$ cat src/rtl/oshot_arb.sv
// Round-robin arbiter sharing one pulse resource: rising edges become pending
// requests, one-hot grant pulses are separated by a programmable holdoff window.
module oshot_arb #(
  parameter int NREQ   = 4,
  parameter int HOLD_W = 8,
  parameter int ID_W   = $clog2(NREQ)
) (
  input  logic              clk,
  input  logic              reset,
  input  logic [NREQ-1:0]   req,
  input  logic [HOLD_W-1:0] holdoff,
  output logic [NREQ-1:0]   gnt,
  output logic [ID_W-1:0]   gnt_id,
  output logic              busy,
  output logic [NREQ-1:0]   pend,
  output logic              lost
);

  typedef enum logic {IDLE, HOLD} state_t;

  state_t            state, state_nxt;
  logic [NREQ-1:0]   req_q;
  logic [HOLD_W-1:0] cnt, cnt_nxt;
  logic [ID_W-1:0]   last, last_nxt;
  logic [NREQ-1:0]   rise, cand, win_oh;
  logic [NREQ-1:0]   gnt_nxt, pend_nxt;
  logic [ID_W-1:0]   win, id_nxt;
  logic              found, lost_nxt;
  int unsigned       idx;

  always_comb begin
    rise  = req & ~req_q;
    cand  = pend | rise;
    found = 1'b0;
    win   = '0;
    idx   = 0;
    // Search from last+1 upward, wrapping explicitly so non-power-of-two NREQ
    // never lands on an unused index.
    for (int unsigned k = 1; k <= NREQ; k++) begin
      idx = 32'(last) + k;
      if (idx >= NREQ) idx = idx - NREQ;
      if (!found && cand[idx[ID_W-1:0]]) begin
        found = 1'b1;
        win   = idx[ID_W-1:0];
      end
    end
    win_oh      = '0;
    win_oh[win] = 1'b1;

    gnt_nxt  = '0;
    id_nxt   = gnt_id;
    last_nxt = last;
    cnt_nxt  = cnt;
    pend_nxt = pend | rise;
    lost_nxt = |(rise & pend);

    case (state)
      IDLE: begin
        if (found) begin
          gnt_nxt  = win_oh;
          id_nxt   = win;
          last_nxt = win;
          cnt_nxt  = holdoff;
          pend_nxt = cand & ~win_oh;
        end
      end
      HOLD: begin
        cnt_nxt = cnt - HOLD_W'(1);
      end
      default: ;
    endcase

    state_nxt = (cnt_nxt != '0) ? HOLD : IDLE;
  end

  always_ff @(posedge clk) begin
    if (reset) begin
      state  <= IDLE;
      req_q  <= '0;
      cnt    <= '0;
      last   <= ID_W'(NREQ - 1);
      gnt    <= '0;
      gnt_id <= '0;
      pend   <= '0;
      lost   <= 1'b0;
    end else begin
      state  <= state_nxt;
      req_q  <= req;
      cnt    <= cnt_nxt;
      last   <= last_nxt;
      gnt    <= gnt_nxt;
      gnt_id <= id_nxt;
      pend   <= pend_nxt;
      lost   <= lost_nxt;
    end
  end

  assign busy = (state == HOLD);

endmodule

$ cat config.mk
export PLATFORM = sky130hd
export DESIGN_NAME = oshot_arb
export DESIGN_NICKNAME = d
export VERILOG_FILES = /design/src/rtl/oshot_arb.sv
export SDC_FILE = /design/constraint.sdc
export NUM_CORES = 1
export LEC_CHECK = 0
export ABC_AREA = 1
export CAP_MARGIN = 20
export CORE_UTILIZATION = 55
export DETAILED_ROUTE_END_ITERATION = 16
export MAX_ROUTING_LAYER = met4
export PLACE_DENSITY = 0.86
export SLEW_MARGIN = 20
export SYNTH_ARGS = -nofsm -noshare
export SYNTH_HDL_FRONTEND = slang
export SYNTH_SLANG_ARGS = --single-unit
$ cat constraint.sdc
create_clock -name clk -period 3.4 [get_ports clk]
set_input_delay 0.34 -clock clk [delete_from_list [all_inputs] [get_ports clk]]
set_output_delay 0.34 -clock clk [all_outputs]
set_load 0.05 [all_outputs]
==> metrics.md <==
| Metric | Value |
|---|---|
| Worst ir drop on vdd | 0.000726 V |
| Highest-count cells in the layout ignoring fill and taps | nand2_1 (48), inv_1 (41), nand3_1 (26), dfxtp_1 (26), clkdlybuf4s50_1 (25) |
| Routed Wire Length | 3090 microns |
| Unrepaired setup endpoints after global routing | false |
| Worst-skew pair later-pin latency | 0.32 ns |
| Startpoint type of the worst setup path | register |
| Cell area after layout | 1760 sq um |
| Main area contributors after synthesis | dfxtp_1 (36%), nand2_1 (12%), inv_1 (11%) |
| Destination of the worst hold path | gnt_id[0]$_SDFFE_PP0P_ |
| Via-per-instance ratio | 5.23 |
| Wire length per cell after detailed routing | 11.1 microns |
| Combined area of the multi-input logic cells | 739 sq um |
| Quantity of hold-fixing buffers added after cts | 0 |
| Width of the chip | 53.4 microns |
| Portion of the clock cycle consumed by the worst path in the final layout | 68.5% |
| Crit path kind | register to register |
| Number of nets with antenna violations after detailed routing | 0 |
| TritonCTS clock tree | yes |
| Power density over cell area | 759 nW/um^2 |
| Hold Path Origin | gnt_id[0]$_SDFFE_PP0P_ |
| Wire length of the first global-routing pass | 5060 microns |
| Hold path depth | 2 |
| Synth Cell Area | 1450 sq um |
| Share of total power in the clock network | 15.7% |
| H-tree lvl count | 1 |
| Proportion of total power due to net switching | 47.1% |
| Effective utilization at floorplan | 58.6% |
| Sequential element share of the synthesized area | 35.9% |
| Setup Viol. Count Final | 0 |
| Slew Limit Headroom | 37.9% |
| Least-Margin Pin Slew | 0.928 ns |
| Worst reg2reg endpoint | busy$_SDFF_PP0_ |
| Syn_area_per_cell | 6.54 sq um |
| Synthesized instance count | 222 |
| Vert. Die Dim | 53.4 microns |
| Arrival time worst endpoint | 2.58 ns |
| Worst hold slack | 0.500 ns |
| Total internal power | 0.000708 W |
| Worst Reg2Reg Path Length in Cells | 14 |
| Net switching component of the power | 0.000629 W |
| Worst reg2reg path startpoint | last[0]$_SDFFE_PP1P_ |
| Max-Cap Viols | 0 |
| DRC Markers | 0 |
| Fraction of final layout cells with drive strength greater than 1 | 8.50% |
| Count of distinct cell types in the synthesized netlist | 25 |
| Final hold vios | 0 |
| Power after layout | 0.00134 W |
| Synth warnings | 0 |
| Fraction of power consumed by combinational cells | 54.3% |
| Setup slack of the worst register-to-register path | 1.07 ns |
| Worst setup skew after layout | 0.00411 ns |
| Clock root cell | clkbuf_4 |
| Largest fanout of any net on the critical path | 11 |
| Max frequency | 429 MHz |
| Endpoint required time on the critical path | 3.65 ns |
| Sum of negative setup slack | 0 ns |
| Overflow left after global routing | 0 |
| Area of the core | 2480 sq um |
| Clock-pin slew on the worst setup and hold paths | 0.14 ns |
| DRT iter0 DRCs | 62 |
| Number of inserted filler cells in the final layout | 233 |
| TritonCTS buffer count | 3 |
| Largest net degree at the start of global routing | 25 |
| Antenna diode instance count | 0 |
| Area share of the leading cell type in the synthesized netlist | 35.9% |
| Total leakage power | 0.878 nW |
| Kind of capture point of the worst setup path | register |
| Number of ports placed on the die boundary | 26 |
| Post-detail-place hpwl | 2330 microns |
| Result of the run | finished clean |
| Area of placed instances | 1710 sq um |
| Net count, final | 263 |
| Number of resized instances in the post-cts repair step | 0 |
| Number of iterations in the first detailed-routing pass | 4 |
| Worst Hold Class | register to register |
| Area taken by flip-flops and latches | 520 sq um |
| Cell taking the most area after synthesis | dfxtp_1 |
| Number of antenna violations at the first check in global routing | 0 |
| Clock Sinks | 26 |
| Final-report max-slew violation count | 0 |
| Number of buffers on the longest clock path | 2 |
| Area enclosed by the die boundary | 2850 sq um |
| Final Core Density | 71.1% |
| Via count | 1448 |
| Aggregate global-route resource usage | 25.1% |
| Post-CTS Setup Inserts | 0 |
| Placement row count | 18 |
| Via count of the first global-routing pass | 1224 |
| Number of synthesized register bits | 26 |
| Weighted congestion at the end of routability-driven global placement | 0.910 |
| Synthesized Nets | 237 |
| Commonest non-fill, non-tap cell in the layout | nand2_1 |
| Tmin final | 2.33 ns |
| Power share of the sequential group | 30.0% |
| Area added between synthesis and finish | 21.4% |
| Buffers on Ports | 25 |
## metrics by stage
stage	std cells	setup slack (ns)
after floorplan	222	1.46
after global placement	273	0.902
after detailed placement	273	0.863
after CTS	277	1.08
after global routing	277	0.749
final	277	1.07
## synthesized netlist by cell type (all sizes together)
| library cell | count |
|---|---|
| clkbuf | 2 |
| nand4 | 9 |
| nor2 | 25 |
| ha | 1 |
| nand3 | 28 |
| o21ai | 7 |
| nor3 | 2 |
| nand3b | 1 |
| nand2 | 53 |
| dfxtp | 26 |
| buf | 2 |
| nor4 | 1 |
| or2 | 1 |
| a21oi | 15 |
| inv | 43 |
| o211ai | 2 |
| o22ai | 2 |
| a21boi | 2 |
## cell families (layout without fill, tap and decap cells)
| family | count (synthesis) | after routing | synth area share, % |
|---|---|---|---|
| flip-flops | 26 | 26 | 35.9 |
| AO/OA/AOI/OAI | 28 | 28 | 10.8 |
| adder cells (fa/ha/maj) | 1 | 1 | 0.862 |
| AND/OR/NAND/NOR | 120 | 120 | 39.3 |
| buffers and inverters | 47 | 72 | 13.2 |
## power by group through the flow
stage               clock network [W]  registers, W  logic (W)
global route                 0.000228      0.000409   0.000803
finish                       0.000210      0.000401   0.000726
floorplan                           0      0.000527   0.000445
CTS                          0.000214      0.000402   0.000726
global placement                    0      0.000406   0.000709
detailed placement                  0      0.000409   0.000718
## metal layers
| layer | up-vias | GRT usage (%) | routed length, microns | share of wire (%) |
|---|---|---|---|---|
| met5 | - | - | 0 | 0 |
| met4 | 0 | 3.95 | 21 | 0.68 |
| met3 | 2 | 6.03 | 191 | 6.2 |
| met2 | 47 | 40.0 | 1400 | 45 |
| met1 | 642 | 32.5 | 1470 | 48 |
| li1 | 757 | - | - | - |
## flip-flops by register name, indices dropped and copies added, names as in the netlist
register / cells
pend: 4
cnt: 8
req_q: 4
gnt: 4
lost: 1
last: 2
busy: 1
gnt_id: 2
## worst max-delay path, stage by stage, from the launching register on
cell     delay, ns
dfxtp_1       0.51
inv_2         0.13
nand2_1       0.10
nand2_2       0.07
nand3_1       0.10
nand2_1       0.11
nor2_2        0.40
nand3_2       0.31
nand2_1       0.15
nand3_1       0.10
nand2_1       0.09
nor2_1        0.04
nand2_1       0.05
nor2_1        0.04
nor2_1        0.07
## cell type report
type	count	area share, %
timing repair buffer	25	14.2
inverter	43	9.16
multi-input combinational	149	42.0
sequential	26	29.5
clock inverter	1	1.70
tap	30	2.13
clock buffer	3	1.28
## how the worst max path moves through the flow
stage	startpoint	end	slack, ns
global route	last[0]$_SDFFE_PP1P_	busy$_SDFF_PP0_	0.75
CTS	last[0]$_SDFFE_PP1P_	busy$_SDFF_PP0_	1.08
finish	last[0]$_SDFFE_PP1P_	busy$_SDFF_PP0_	1.07
global placement	req[3]	gnt[0]$_SDFF_PP0_	0.90
floorplan	pend[3]$_SDFF_PP0_	busy$_SDFF_PP0_	1.46
detailed placement	req[3]	gnt[0]$_SDFF_PP0_	0.86
Power figures use the tool's default switching activity.
